$ cat src/rtl/reorder_buffer.sv
// -----------------------------------------------------------------------------
// reorder_buffer
//
// In-order completion tracker for the out-of-order core.
//  * Dispatch allocates one entry per instruction at the tail. The returned
//    address (alloc_rob_addr) travels with the instruction to execution.
//  * Writeback marks entries done.
//  * Entries retire in program order from the head. Each retirement hands the
//    previous physical destination mapping back to the free list.
//  * A branch mispredict restores the tail to a checkpoint and flushes every
//    younger entry.
//
// Parameters
//   DEPTH : number of entries (power of two, >= 4)
//   D_REG : physical data-register count (sets the register address width)
//
// Ports
//   clk, n_rst                      clock; synchronous active-low reset
//   alloc_valid/_write_dst/_prev_addr
//                                   dispatch request and payload
//   alloc_ready, alloc_rob_addr     entry available; granted address (= tail)
//   complete_valid/_rob_addr        writeback completion
//   restore, restore_tail           mispredict rollback to a checkpointed tail
//   retire_valid/_ready             head entry complete / free list accepts it
//   retire_write_dst/_prev_addr     payload of the head entry
//   rob_head, rob_tail              oldest entry / next entry to allocate
//   count, full, empty              occupancy 0..DEPTH and its flags
//
// Optional feature (macro ROB_STATS_EN)
//   Adds retired_cnt[31:0] (retirements) and full_stall_cnt[31:0] (cycles with
//   alloc_valid while full). Both wrap, clear on reset and survive restore.
// -----------------------------------------------------------------------------
module reorder_buffer #(
   parameter int DEPTH = 16,
   parameter int D_REG = 64,
   localparam int AW = $clog2(DEPTH),
   localparam int RW = $clog2(D_REG),
   localparam int CW = AW + 1
) (
   input  logic          clk,
   input  logic          n_rst,
   input  logic          alloc_valid,
   input  logic          alloc_write_dst,
   input  logic [RW-1:0] alloc_prev_addr,
   output logic          alloc_ready,
   output logic [AW-1:0] alloc_rob_addr,
   input  logic          complete_valid,
   input  logic [AW-1:0] complete_rob_addr,
   input  logic          restore,
   input  logic [AW-1:0] restore_tail,
   output logic          retire_valid,
   input  logic          retire_ready,
   output logic          retire_write_dst,
   output logic [RW-1:0] retire_prev_addr,
   output logic [AW-1:0] rob_head,
   output logic [AW-1:0] rob_tail,
   output logic [CW-1:0] count,
   output logic          full,
   output logic          empty
`ifdef ROB_STATS_EN
   ,
   output logic [31:0]   retired_cnt,
   output logic [31:0]   full_stall_cnt
`endif
);

   // Pointers and occupancy
   logic [AW-1:0] head_q;
   logic [AW-1:0] tail_q;
   logic [CW-1:0] count_q;
   logic [CW-1:0] count_d;

   // Per-entry control state
   logic [DEPTH-1:0] valid_q;
   logic [DEPTH-1:0] done_q;
   logic [DEPTH-1:0] valid_d;
   logic [DEPTH-1:0] done_d;

   // Per-entry payload
   logic [DEPTH-1:0] write_dst_q;
   logic [RW-1:0]    prev_addr_q [DEPTH];

   // Restore bookkeeping
   logic [DEPTH-1:0] flush_mask;   // entries in [restore_tail, tail)
   logic [AW-1:0]    flush_span;   // number of flushed entries
   logic [AW-1:0]    keep_m1;      // surviving entries minus one

   logic alloc_fire;
   logic retire_fire;
   logic complete_hit;

   // -------------------------------------------------------------------------
   // Status and handshakes
   // -------------------------------------------------------------------------
   assign full  = (count_q == CW'(DEPTH));
   assign empty = (count_q == '0);

   // No bypass from a same-cycle retirement: a full ROB stays closed for this cycle.
   assign alloc_ready    = ~full & ~restore;
   assign alloc_fire     = alloc_valid & alloc_ready;
   assign alloc_rob_addr = tail_q;

   // Masking with n_rst keeps a retirement from leaking out during a reset cycle.
   assign retire_valid     = n_rst & ~empty & done_q[head_q];
   assign retire_fire      = retire_valid & retire_ready;
   assign retire_write_dst = write_dst_q[head_q];
   assign retire_prev_addr = prev_addr_q[head_q];

   assign rob_head = head_q;
   assign rob_tail = tail_q;
   assign count    = count_q;

   // -------------------------------------------------------------------------
   // Flush range. An entry is younger than the branch when its distance from
   // restore_tail is below the distance from restore_tail to the current tail.
   // If restore_tail equals the tail, the span is zero and nothing is flushed.
   // -------------------------------------------------------------------------
   assign flush_span = tail_q - restore_tail;
   assign keep_m1    = restore_tail - head_q - AW'(1);

   always_comb begin
      // NOTE: every always_comb output gets a default first; a path that leaves one unassigned infers a latch.
      flush_mask = '0;
      for (int i = 0; i < DEPTH; i++) begin
         if (AW'(AW'(i) - restore_tail) < flush_span) begin
            flush_mask[i] = 1'b1;
         end
      end
   end

   // A completion to an entry flushed in the same cycle is dropped.
   assign complete_hit = complete_valid & valid_q[complete_rob_addr]
                       & ~(restore & flush_mask[complete_rob_addr]);

   // -------------------------------------------------------------------------
   // Entry valid/done next state. Order matters: completion first, then the
   // retirement clear (covers completing the head while it retires), then the
   // flush, then allocation (never overlaps a live entry).
   // -------------------------------------------------------------------------
   always_comb begin
      valid_d = valid_q;
      done_d  = done_q;
      if (complete_hit) begin
         done_d[complete_rob_addr] = 1'b1;
      end
      if (retire_fire) begin
         valid_d[head_q] = 1'b0;
         done_d[head_q]  = 1'b0;
      end
      if (restore) begin
         valid_d = valid_d & ~flush_mask;
         done_d  = done_d  & ~flush_mask;
      end
      if (alloc_fire) begin
         valid_d[tail_q] = 1'b1;
         done_d[tail_q]  = 1'b0;
      end
   end

   // The occupancy on restore runs from the head up to restore_tail, wrapping
   // to DEPTH when the two coincide. Any same-cycle retirement is subtracted.
   always_comb begin
      if (restore) begin
         count_d = {1'b0, keep_m1} + CW'(1) - CW'(retire_fire);
      end else begin
         count_d = count_q + CW'(alloc_fire) - CW'(retire_fire);
      end
   end

   // -------------------------------------------------------------------------
   // State registers
   // -------------------------------------------------------------------------
   always_ff @(posedge clk) begin
      // NOTE: sequential state uses non-blocking assignments so every register samples pre-edge values.
      if (!n_rst) begin
         valid_q <= '0;
         done_q  <= '0;
         head_q  <= '0;
         tail_q  <= '0;
         count_q <= '0;
      end else begin
         valid_q <= valid_d;
         done_q  <= done_d;
         count_q <= count_d;
         if (retire_fire) begin
            head_q <= head_q + AW'(1);
         end
         if (restore) begin
            tail_q <= restore_tail;
         end else if (alloc_fire) begin
            tail_q <= tail_q + AW'(1);
         end
      end
   end

   // NOTE: payload storage has no reset; it is only read under a set valid bit, and the reset-free array maps to plain RAM.
   always_ff @(posedge clk) begin
      if (alloc_fire) begin
         write_dst_q[tail_q] <= alloc_write_dst;
         prev_addr_q[tail_q] <= alloc_prev_addr;
      end
   end

`ifdef ROB_STATS_EN
   // -------------------------------------------------------------------------
   // Statistics counters. These wrap naturally and are unaffected by restore.
   // -------------------------------------------------------------------------
   always_ff @(posedge clk) begin
      if (!n_rst) begin
         retired_cnt    <= '0;
         full_stall_cnt <= '0;
      end else begin
         if (retire_fire) begin
            retired_cnt <= retired_cnt + 32'd1;
         end
         if (alloc_valid & full) begin
            full_stall_cnt <= full_stall_cnt + 32'd1;
         end
      end
   end
`endif

endmodule

$ cat config.mk
export PLATFORM = sky130hd
export DESIGN_NAME = reorder_buffer
export DESIGN_NICKNAME = d
export VERILOG_FILES = /design/src/rtl/reorder_buffer.sv
export SDC_FILE = /design/constraint.sdc
export NUM_CORES = 1
export LEC_CHECK = 0
export ABC_AREA = 1
export CORE_AREA = 2 2 119 144
export DETAILED_ROUTE_END_ITERATION = 10
export DIE_AREA = 0 0 121 146
export PLACE_DENSITY = 0.73
export SLEW_MARGIN = 20
export SYNTH_ARGS = -nofsm -noshare
export SYNTH_HDL_FRONTEND = slang
export SYNTH_SLANG_ARGS = --single-unit
$ cat constraint.sdc
create_clock -name clk -period 4.8 [get_ports clk]
set_clock_uncertainty 0.1 [all_clocks]
set_input_delay 1.2 -clock clk [delete_from_list [all_inputs] [get_ports clk]]
set_output_delay 1.2 -clock clk [all_outputs]
set_load 0.01 [all_outputs]
==> key figures <==
Routing
  • DR pass1 iterations: 6
  • WL/cell: about 18 µm
  • Total routed wirelength: about 22 mm
  • Met3 routed WL: 1.134 mm
  • Uppermost layer routed: met4
  • WL met1: ~8.9 mm
  • DR iter-0 viols: 583
  • Antenna viol nets, final: 0
  • Post-DR vias/cell: roughly 5.5
  • DR vias: between 6000 and 7000
  • DR DRC count: 0
  • DR WL met2: 11.02 mm

STA
  • RSZ-0062 raised after global routing: no
  • Fin Setup TNS: 0 ns
  • Max frequency: 0.2508 GHz
  • Final Critical Period: between 3 and 4 ns
  • Worst relative slew slack: 32.39%
  • Final Hold Viols: 0
  • # setup viols final: 0
  • Least-Margin Pin Slew: between 1 and 1.5 ns
  • Final Slew Violations: 0
  • Fin crit share: ~83%

Floorplanning
  • Io pins: just under 50
  • DIE AREA: 17670 µm²
  • CORE AREA: around 16000 µm²
  • Initial Util: 54.40%
  • FP Rows: between 50 and 60
  • Die X: roughly 120 µm
  • Die Y: ~150 µm

Yosys
  • Share of the yosys chip area belonging to registers: slightly below 50%
  • Post-Syn Area: 8782 µm²
  • Mapped Nets: a little over 1000
  • Post-Synthesis Cells: approximately 960
  • Yosys warnings: 0
  • Syn_area_per_cell: roughly 9.2 µm²
  • Post-synth EDFFs: roughly 110
  • Ys async rst share: 0%
  • Distinct cells, synth: 39
  • Seq cells post-synth: approximately 160
  • Most used DFF post-synth: edfxtp_1

GRT
  • Global route total overflow: 0
  • First-pass GRT wire length: about 35 mm
  • Largest net degree at the start of global routing: 47
  • Global Route Usage Sum: between 20% and 30%
  • Initial antenna violation count: 0
  • Vias in the first global route: approximately 6500

Finish
  • Layout Cells excl Fill: roughly 1200
  • Antenna cells: 0
  • Layout fillers: 1380
  • Final net count: roughly 1100
  • Final instance area: 9991 µm²
  • Core Util, Final: 61.88%
  • Layout cells sized above 1: under 10%
  • Syn-to-layout area delta: 13.76%

Clock network
  • Clock transition at path regs: approximately 0.07 ns
  • CTS sink cnt: between 150 and 200
  • Post-CTS setup buffer count: 0
  • Hold Buf Count CTS: 0
  • Clock Latency Late Sink: 0.42 ns
  • CTS tree: done
  • Inserted Clock Buffers: 17
  • Post_cts resized: 0
  • Htree depth: 4
  • Max Root-Sink Buffers: 2
  • Clk root buf: clkbuf_16

Hold path
  • Hold path cells: 2
  • Hold endpoint: done_q[4]
  • Worst Hold Class: reg -> reg
  • Hold_sp: done_q[4]

Setup path
  • Max incr delay on CP: ~0.47 ns
  • Critical path peak fanout: 16
  • Reg2reg end: count[4]
  • Crit-path most repeated cell: nand2_1
  • CP Capture Type: register
  • CP arrival: 4.20 ns
  • Critical Path Start Type: input port
  • Flop2flop setup slack: 0.96 ns
  • Worst setup path startpoint: restore_tail[2]
  • Crit path kind: in -> reg
  • Worst-path cell chain: clkdlybuf4s50_1 > inv_1 > ha_1 > a21oi_2 > nand2_2 > nand2_1 > nand2_4 > ha_1 > a21oi_1 > nand2_1 > nand2_1 > nand2_1 > nor2_1 > nand3_2 > nor2_2 > nand3_4 > nand3_1 > a21oi_1
  • Req. time, crit path: ~5 ns
  • Worst R2R Start: rob_head[0]
  • Worst r2r path cells: 19
  • CP max stage cell: clkdlybuf4s50_1

Pwr
  • Leakage: around 3.8 nW
  • Part of the power in registers: between 40% and 50%
  • Max VDD drop: between 0.2 and 0.25 mV
  • Internal power: 2.375 mW
  • Sw Ratio: ~28%
  • NetSw: ~920 µW
  • Clock share of power: approximately 38%
  • PD cells: between 300 and 400 nW/µm²
  • Combinational fraction of design power: about 16%

Run status
  • Status: complete, no violations

Run
  • Max-Cap Viols: 0

Placement
  • DP Wirelength: ~15 mm
  • GP Congestion: between 0.9 and 1
  • Dpl cell area: approximately 9500 µm²
  • Port bufs: between 40 and 50
  • DP Cell Count: roughly 1200
area by class of cell:
class | instances | area [µm²] | share of cell area [%]
Clock buffer | 19 | 432.9 | 4.333
Clock inverter | 13 | 103.9 | 1.039
Inverter | 146 | 548.0 | 5.485
Multi-Input combinational cell | 615 | 3705 | 37.08
Sequential cell | 161 | 4345 | 43.49
Tap cell | 212 | 265.3 | 2.655
Timing Repair Buffer | 61 | 590.6 | 5.911
power by group through the flow:
stage                     logic [mW]  clock network (mW)  registers [mW]
after floorplan                0.365                   0            1.55
after global placement         0.526                   0            1.55
after detailed placement       0.535                   0            1.55
after CTS                      0.537                1.24            1.52
after global routing           0.610                1.31            1.52
final                          0.540                1.23            1.52
through the flow:
step | setup slack, ns | power, mW | hold WS [ns]
3_3_place_gp | 0.4744 | 2.077 | 0.3352
2_1_floorplan | 0.9703 | 1.916 | 0.3228
6_report | 0.8132 | 3.296 | 0.3492
4_1_cts | 0.8158 | 3.296 | 0.3488
5_1_grt | 0.5130 | 3.439 | 0.3734
3_5_place_dp | 0.3963 | 2.087 | 0.3378
cell families (layout without fill, tap and decap cells):
logic type                 Yosys count  count (layout)  synth area share, %
AOI/OAI and AO/OA                  197             197                13.11
xor gates and xnor gates            17              17                1.781
adders and majority gates           53              53                7.807
buffers and inverters              182             239                8.349
DFF                                161             161                49.47
muxes                               24              24                2.735
and+or+nand+nor                    324             324                16.75
cells in the mapped netlist, drive strengths merged (3+ instances only):
master,count,area (µm²)
o211ai,26,195.2
dfxtp,49,980.9
or2,6,37.53
xnor2,6,52.55
o22ai,7,43.79
buf,16,110.1
nand3,69,417.9
inv,146,548.0
mux2i,24,240.2
a21oi,90,495.5
fa,3,60.06
ha,50,625.6
clkbuf,20,75.07
edfxtp,112,3363
nor2,66,257.7
o21ai,59,299.0
xor2,11,103.9
a22oi,8,60.06
nand4,16,100.1
nand2,166,653.1
a21o,3,22.52
registers in the layout, summed over array words and instances, names as in the netlist, named ones only:
signal / flops
alloc_rob_addr: 4
prev_addr_q: 96
write_dst_q: 16
rob_head: 4
valid_q: 16
done_q: 16
count: 5
worst max-delay path, delay by kind of cell:
family / cells / cell delay [ns]
adders and majority gates: 2 / 0.69
AOI/OAI and AO/OA: 3 / 0.49
and+or+nand+nor: 11 / 1.24
buffers and inverters: 2 / 0.56
routing by layer:
layer	GRT usage (%)	vias up
li1	-	3337
met1	31.41	3163
met2	43.60	248
met3	4.467	58
met4	9.593	0
met5	0	-
worst max path at each step:
| stage | slack [ns] | endpoint | depth (start not counted) |
|---|---|---|---|
| after floorplan | 0.97 | done_q[12] | 19 |
| after global placement | 0.47 | done_q[1] | 18 |
| after detailed placement | 0.40 | done_q[15] | 18 |
| after CTS | 0.82 | retire_prev_addr[2] | 6 |
| after global routing | 0.51 | done_q[15] | 18 |
| final | 0.81 | done_q[15] | 18 |
cell usage in the layout, fill, tap and decap left out, drive strengths merged, types with 7 or more instances in the layout:
cell type | Yosys | layout
nand2 | 166 | 166
inv | 146 | 150
edfxtp | 112 | 112
a21oi | 90 | 90
nand3 | 69 | 69
nor2 | 66 | 66
o21ai | 59 | 59
ha | 50 | 50
dfxtp | 49 | 49
clkdlybuf4s50 | 0 | 48
o211ai | 26 | 26
mux2i | 24 | 24
clkbuf | 20 | 19
nand4 | 16 | 16
buf | 16 | 13
xor2 | 11 | 11
a22oi | 8 | 8
o22ai | 7 | 7
Note: power is estimated with default switching activity, not from simulation.
